<file path="config.mk">
export PLATFORM = sky130hd
export DESIGN_NAME = memory_access_stage_flat
export DESIGN_NICKNAME = d
export VERILOG_FILES = /design/src/rtl/memory_access_stage_if.sv /design/src/rtl/memory_access_stage.sv /design/src/flat_wrapper.sv
export SDC_FILE = /design/constraint.sdc
export NUM_CORES = 1
export LEC_CHECK = 0
export ABC_AREA = 1
export CORE_ASPECT_RATIO = 1.75
export CORE_MARGIN = 5
export CORE_UTILIZATION = 43
export CTS_CLUSTER_DIAMETER = 60
export CTS_CLUSTER_SIZE = 40
export DETAILED_ROUTE_END_ITERATION = 8
export PLACE_DENSITY = 0.77
export RECOVER_POWER = 100
export SLEW_MARGIN = 20
export SYNTH_ARGS = -nofsm -noshare
export SYNTH_HDL_FRONTEND = slang
export SYNTH_SLANG_ARGS = --single-unit
</file>
<file path="constraint.sdc">
create_clock -name clk -period 5.2 [get_ports clk]
set_input_delay 0.52 -clock clk [delete_from_list [all_inputs] [get_ports clk]]
set_output_delay 0.52 -clock clk [all_outputs]
set_load 0.02 [all_outputs]
</file>
<file path="src/rtl/memory_access_stage_if.sv">
// Data-bus handshake between the MEM stage (master) and data memory (slave).
interface memory_access_stage_if #(
  parameter int WORD_LENGTH = 32
);
  logic                     req;
  logic                     we;
  logic [WORD_LENGTH-1:0]   addr;
  logic [WORD_LENGTH-1:0]   wdata;
  logic [WORD_LENGTH/8-1:0] strb;
  logic                     ack;
  logic [WORD_LENGTH-1:0]   rdata;

  modport master (output req, we, addr, wdata, strb, input ack, rdata);
  modport slave  (input req, we, addr, wdata, strb, output ack, rdata);
endinterface

</file>
<file path="src/rtl/memory_access_stage.sv">
// RV32I MEM stage: turns EX/MEM load/store controls into a req/ack bus access and loads MEM/WB.
// state | meaning
// IDLE  | no access outstanding; ALU results pass to MEM/WB, new accesses accepted when en=1
// BUSY  | request held on the bus until ack or timeout
module memory_access_stage #(
  parameter int WORD_LENGTH        = 32,
  parameter int ADDRESS_PORT_WIDTH = 5,
  parameter int TIMEOUT_CYCLES     = 255
) (
  input  logic                          clk,
  input  logic                          rst,
  input  logic                          en,
  input  logic [WORD_LENGTH-1:0]        alu_result,
  input  logic [WORD_LENGTH-1:0]        read_data2,
  input  logic [2:0]                    func3,
  input  logic                          mem_write,
  input  logic                          mem_to_reg,
  input  logic                          reg_write,
  input  logic [ADDRESS_PORT_WIDTH-1:0] write_address,
  memory_access_stage_if.master         dbus,
  output logic                          stall,
  output logic                          misaligned_fault,
  output logic                          bus_fault,
  output logic [WORD_LENGTH-1:0]        mem_wb_alu_result,
  output logic [WORD_LENGTH-1:0]        mem_wb_read_data,
  output logic [ADDRESS_PORT_WIDTH-1:0] mem_wb_write_address,
  output logic                          mem_wb_reg_write,
  output logic                          mem_wb_mem_to_reg
);
  localparam int CW = (TIMEOUT_CYCLES > 1) ? $clog2(TIMEOUT_CYCLES) : 1;

  typedef enum logic {IDLE, BUSY} state_t;

  state_t                          state;
  logic [CW-1:0]                   cnt;
  logic [WORD_LENGTH-1:0]          addr_q;
  logic [2:0]                      f3_q;
  logic [ADDRESS_PORT_WIDTH-1:0]   rd_q;
  logic                            rw_q;
  logic                            m2r_q;

  logic                   access, illegal, misaligned, start;
  logic [1:0]             size;
  logic [3:0]             strb_n;
  logic [WORD_LENGTH-1:0] wdata_n;
  logic [WORD_LENGTH-1:0] load_val;
  logic [7:0]             lane_b;
  logic [15:0]            lane_h;

  always_comb begin
    access     = mem_write | mem_to_reg;
    size       = func3[1:0];
    illegal    = mem_write ? (func3 > 3'b010)
                           : (func3 == 3'b011 || func3[2:1] == 2'b11);
    misaligned = (size == 2'b01 && alu_result[0]) ||
                 (size == 2'b10 && alu_result[1:0] != 2'b00);
    start      = (state == IDLE) && en && access && !illegal && !misaligned;
    // Reset must drop the freeze request immediately, not at the next edge.
    stall      = !rst && (start || (state == BUSY && !dbus.ack));

    case (size)
      2'b00:   begin strb_n = 4'b0001 << alu_result[1:0]; wdata_n = {4{read_data2[7:0]}};  end
      2'b01:   begin strb_n = 4'b0011 << alu_result[1:0]; wdata_n = {2{read_data2[15:0]}}; end
      default: begin strb_n = 4'b1111;                    wdata_n = read_data2;            end
    endcase

    lane_b = dbus.rdata[{addr_q[1:0], 3'b000} +: 8];
    lane_h = dbus.rdata[{addr_q[1], 4'b0000} +: 16];
    case (f3_q)
      3'b000:  load_val = {{24{lane_b[7]}}, lane_b};
      3'b001:  load_val = {{16{lane_h[15]}}, lane_h};
      3'b100:  load_val = {24'd0, lane_b};
      3'b101:  load_val = {16'd0, lane_h};
      default: load_val = dbus.rdata;
    endcase
  end

  always_ff @(posedge clk or posedge rst) begin
    if (rst) begin
      state                <= IDLE;
      cnt                  <= '0;
      dbus.req             <= 1'b0;
      dbus.we              <= 1'b0;
      dbus.addr            <= '0;
      dbus.wdata           <= '0;
      dbus.strb            <= '0;
      addr_q               <= '0;
      f3_q                 <= '0;
      rd_q                 <= '0;
      rw_q                 <= 1'b0;
      m2r_q                <= 1'b0;
      misaligned_fault     <= 1'b0;
      bus_fault            <= 1'b0;
      mem_wb_alu_result    <= '0;
      mem_wb_read_data     <= '0;
      mem_wb_write_address <= '0;
      mem_wb_reg_write     <= 1'b0;
      mem_wb_mem_to_reg    <= 1'b0;
    end else begin
      misaligned_fault <= 1'b0;
      bus_fault        <= 1'b0;
      case (state)
        IDLE: begin
          cnt <= '0;
          if (en) begin
            if (!access) begin
              mem_wb_alu_result    <= alu_result;
              mem_wb_read_data     <= '0;
              mem_wb_write_address <= write_address;
              mem_wb_reg_write     <= reg_write;
              mem_wb_mem_to_reg    <= mem_to_reg;
            end else if (illegal || misaligned) begin
              misaligned_fault     <= 1'b1;
              mem_wb_alu_result    <= '0;
              mem_wb_read_data     <= '0;
              mem_wb_write_address <= '0;
              mem_wb_reg_write     <= 1'b0;
              mem_wb_mem_to_reg    <= 1'b0;
            end else begin
              state      <= BUSY;
              dbus.req   <= 1'b1;
              dbus.we    <= mem_write;
              dbus.addr  <= {alu_result[WORD_LENGTH-1:2], 2'b00};
              dbus.wdata <= wdata_n;
              dbus.strb  <= strb_n;
              addr_q     <= alu_result;
              f3_q       <= func3;
              rd_q       <= write_address;
              rw_q       <= reg_write;
              m2r_q      <= mem_to_reg & ~mem_write;
            end
          end
        end
        BUSY: begin
          // Ack is tested first so a completion on the timeout cycle still succeeds.
          if (dbus.ack) begin
            state                <= IDLE;
            dbus.req             <= 1'b0;
            mem_wb_alu_result    <= addr_q;
            mem_wb_read_data     <= dbus.we ? '0 : load_val;
            mem_wb_write_address <= rd_q;
            mem_wb_reg_write     <= rw_q;
            mem_wb_mem_to_reg    <= m2r_q;
          end else if (cnt == CW'(TIMEOUT_CYCLES - 1)) begin
            state                <= IDLE;
            dbus.req             <= 1'b0;
            bus_fault            <= 1'b1;
            mem_wb_alu_result    <= '0;
            mem_wb_read_data     <= '0;
            mem_wb_write_address <= '0;
            mem_wb_reg_write     <= 1'b0;
            mem_wb_mem_to_reg    <= 1'b0;
          end else begin
            cnt <= cnt + CW'(1);
          end
        end
        default: state <= IDLE;
      endcase
    end
  end
endmodule

</file>
<file path="src/flat_wrapper.sv">
// flat-port wrapper written by rule: the top's interface ports become plain ports
module memory_access_stage_flat 
#(
  parameter int WORD_LENGTH        = 32,
  parameter int ADDRESS_PORT_WIDTH = 5,
  parameter int TIMEOUT_CYCLES     = 255
)
  (clk, rst, en, alu_result, read_data2, func3, mem_write, mem_to_reg, reg_write, write_address, stall, misaligned_fault, bus_fault, mem_wb_alu_result, mem_wb_read_data, mem_wb_write_address, mem_wb_reg_write, mem_wb_mem_to_reg, dbus_req, dbus_we, dbus_addr, dbus_wdata, dbus_strb, dbus_ack, dbus_rdata);
  memory_access_stage_if #(.WORD_LENGTH(WORD_LENGTH)) dbus_i ();
  input  logic clk;
  input  logic rst;
  input  logic en;
  input  logic [WORD_LENGTH-1:0] alu_result;
  input  logic [WORD_LENGTH-1:0] read_data2;
  input  logic [2:0] func3;
  input  logic mem_write;
  input  logic mem_to_reg;
  input  logic reg_write;
  input  logic [ADDRESS_PORT_WIDTH-1:0] write_address;
  output logic stall;
  output logic misaligned_fault;
  output logic bus_fault;
  output logic [WORD_LENGTH-1:0] mem_wb_alu_result;
  output logic [WORD_LENGTH-1:0] mem_wb_read_data;
  output logic [ADDRESS_PORT_WIDTH-1:0] mem_wb_write_address;
  output logic mem_wb_reg_write;
  output logic mem_wb_mem_to_reg;
  output wire logic [$bits(dbus_i.req)-1:0] dbus_req;
  output wire logic [$bits(dbus_i.we)-1:0] dbus_we;
  output wire logic [$bits(dbus_i.addr)-1:0] dbus_addr;
  output wire logic [$bits(dbus_i.wdata)-1:0] dbus_wdata;
  output wire logic [$bits(dbus_i.strb)-1:0] dbus_strb;
  input wire logic [$bits(dbus_i.ack)-1:0] dbus_ack;
  input wire logic [$bits(dbus_i.rdata)-1:0] dbus_rdata;
  assign dbus_req = dbus_i.req;
  assign dbus_we = dbus_i.we;
  assign dbus_addr = dbus_i.addr;
  assign dbus_wdata = dbus_i.wdata;
  assign dbus_strb = dbus_i.strb;
  assign dbus_i.ack = dbus_ack;
  assign dbus_i.rdata = dbus_rdata;
  memory_access_stage #(.WORD_LENGTH(WORD_LENGTH), .ADDRESS_PORT_WIDTH(ADDRESS_PORT_WIDTH), .TIMEOUT_CYCLES(TIMEOUT_CYCLES)) u_core (.clk(clk), .rst(rst), .en(en), .alu_result(alu_result), .read_data2(read_data2), .func3(func3), .mem_write(mem_write), .mem_to_reg(mem_to_reg), .reg_write(reg_write), .write_address(write_address), .dbus(dbus_i), .stall(stall), .misaligned_fault(misaligned_fault), .bus_fault(bus_fault), .mem_wb_alu_result(mem_wb_alu_result), .mem_wb_read_data(mem_wb_read_data), .mem_wb_write_address(mem_wb_write_address), .mem_wb_reg_write(mem_wb_reg_write), .mem_wb_mem_to_reg(mem_wb_mem_to_reg));
endmodule
</file>
==> results.toml <==
[outcome]
status = "complete, but fails checks"
violations = "capacitance limit, slew limit"

[placement]
placed_cell_area_um2 = 10500
place_ws_ns = 1.53
hpwl_mm = 17.4
numPortBuffers = 252
globalplace.congestion = 0.874

[synthesis]
synthTopCellsByArea = "dfrtp_1 50%, nand2_1 18%, o21ai_0 9.3%"
yosysTopAreaCellShare_pct = 50.1
syn_inst = 1071
syn_avg_cell_area_um2 = 7.55
synth_seq_cells = 162
synthFlopType = "dfrtp_1"
yosys.cell_types.count = 27
synth_top_area_cell = "dfrtp_1"
ys_seq_area_share_pct = 50.1
ys_warn_count = 0
async_flop_share_pct = 100
syn_area_um2 = 8090
synth-edff-count = 0

[critical_path]
cp.required_ns = 4.68
crit_start = "func3[0]"
crit_top_cell = "dlygate4sd3_1"
r2r-start = "u_core.cnt[0]$_DFFE_PP0P_"
end_kind = "output port"
critPathSlowestCell = "dlygate4sd3_1"
cp_max_fo = 11
arrival_ns = 3.22
max_stage_delay_ns = 0.76
crit_chain = "dlygate4sd3_1, inv_1, nor2_1, nand2_1, nand4_1, a21oi_1, dlygate4sd3_1"
critPathLaunchType = "primary input"
path_class = "in -> out"

[grt]
grt_overflow = 0
antenna_found_initial = 2
grt_usage_pct = 22.6
grt_max_degree = 94
grt_pass1_wl_mm = 38.8
grt_pass1_vias = 7372

[sta]
slew_viol_final = 73
fin_worst_skew_ns = 0.0164
relSlewSlack_pct = -40.2
fin_setup_tns_ns = 0
worst_pin_slew_ns = 2.10
hold_viol_final = 0
setup_viol = 0
period_share_pct = 71.8
min_period_ns = 3.74
fmax_ghz = 0.268
fin_ws_ns = 1.46
rsz0062_at_grt = "false"

[die]
die_w_um = 114
io_pins = 255
std_cell_rows = 66
fp.coreArea_um2 = 18600
start_util_pct = 43.5
dieArea_um2 = 21800
die_y_um = 191

[layout]
nets = 1376
synthToLayoutAreaGrowth_pct = 36.4
drive_gt1_share_pct = 3.76
fillers = 1683
reg.largest.list = "u_core.dbus.wdata: 32 flops, u_core.mem_wb_alu_result: 32 flops, u_core.mem_wb_read_data: 32 flops"
regArea_um2 = 4050
multi_input_area_um2 = 3180
stdcell_area_um2 = 11000

[clocking]
clock-sinks = 162
cts_resized = 0
insertion_delay_ns = 0.42
postCtsSetupBuffers = 0
cts_buffer_depth = 2
clk_transition_reported_paths_ns = 0.06
cts_tree = "yes"
cts_root_buf = "clkbuf_16"
hold_buffers = 0
cts_made_buffers = 17
htree_levels = 4

[drt]
routed_wl_mm = 24.5
drc = 0
drt_iter0_markers = 396
wl_per_cell_um = 16.1
first_pass_iters = 5
antenna_left = 0
vias = 7609
viasPerCell = 5.02

[power]
peakVddDrop_uv = 174
leakage_uw = 0.00561
powerDensity_nw_per_um2 = 388

[hold_path]
min_path_type = "reg -> reg"
hp-start = "u_core.mem_wb_read_data[24]$_DFFE_PP0P_"

[run]
max_cap_violations = 2
power by group:
group / total (uW) / switching [uW] / leakage [uW] / internal, uW
Clock: 1230 / 526 / 0.000279 / 700
Sequential: 1680 / 168 / 0.00211 / 1510
Combinational: 1380 / 829 / 0.00323 / 547
per-stage QoR:
step           std cells  power [uW]  hold WS, ns  utilization [%]
6_report            1516        4280        0.462             59.4
5_1_grt             1516        4520        0.484             59.4
4_1_cts             1514        4420        0.474             59.5
3_5_place_dp        1482        3180        0.458             56.4
3_3_place_gp        1482        3160        0.456             56.4
2_1_floorplan       1072        2530        0.453                -
cell usage after synthesis, types with 3 or more instances:
library cell / count
clkbuf_1: 23
inv_1: 84
dfrtp_1: 162
buf_1: 4
buf_2: 27
and2_1: 7
a21oi_1: 15
o21ai_1: 7
o21ai_0: 151
nand2_1: 394
buf_4: 34
nor2_1: 50
o22ai_1: 4
nand3_1: 89
buf_6: 3
logic make-up (layout without fill, tap and decap cells):
| group | Yosys count | count (layout) | synth area share, % |
|---|---|---|---|
| AO/OA/AOI/OAI | 178 | 178 | 11.1 |
| XOR/XNOR | 3 | 3 | 0.325 |
| adder cells (fa/ha/maj) | 2 | 2 | 0.309 |
| buffers and inverters | 177 | 381 | 10.5 |
| flip-flops | 162 | 162 | 50.1 |
| other | 1 | 4 | 0.0464 |
| AND/OR/NAND/NOR | 548 | 548 | 27.6 |
worst max-delay path: cells and delay by family:
kind	cells	cell delay, ns
AOI/OAI and AO/OA	1	0.11
buffers and inverters	3	1.52
and+or+nand+nor	3	1.06
final cells by class:
class,count,area share [%]
clock inverter,11,0.941
sequential,162,36.7
antenna,2,0.0454
inverter,86,2.97
multi-input combinational,733,28.8
clock buffer,21,4.26
tap,238,2.70
timing repair buffer,263,23.5
cell usage in the layout, fill, tap and decap left out, drive strengths merged, types with 9 or more instances in the layout:
master	instances
nor2	51
a21oi	16
dlygate4sd3	144
clkbuf	23
dfrtp	162
nand2	396
o21ai	158
inv	87
nand3	90
clkdlybuf4s50	108
buf	9
layer usage:
layer	vias to the layer above	wire length [um]	part of all wire, %	global-route usage [%]
met2	291	12600	52	38.0
met5	-	0	0	0
met1	3494	9370	38	27.4
li1	3752	-	-	-
met3	72	1250	5.1	3.39
met4	0	1210	4.9	12.6
final timing paths:
check	slack [ns]	to	cells past startpoint
worst max register to register	2.30	u_core.mem_wb_alu_result[28]$_DFFE_PP0P_	11
worst max-delay path	1.46	stall	7
worst min-delay path	0.46	u_core.mem_wb_read_data[24]$_DFFE_PP0P_	2
max in group asynchronous	1.95	u_core.addr_q[27]$_DFFE_PP0P_	3
min in group asynchronous	0.78	u_core.dbus.wdata[29]$_DFFE_PP0P_	2
worst min register to register	0.46	u_core.mem_wb_read_data[24]$_DFFE_PP0P_	2
(Power assumes the default switching activity.)
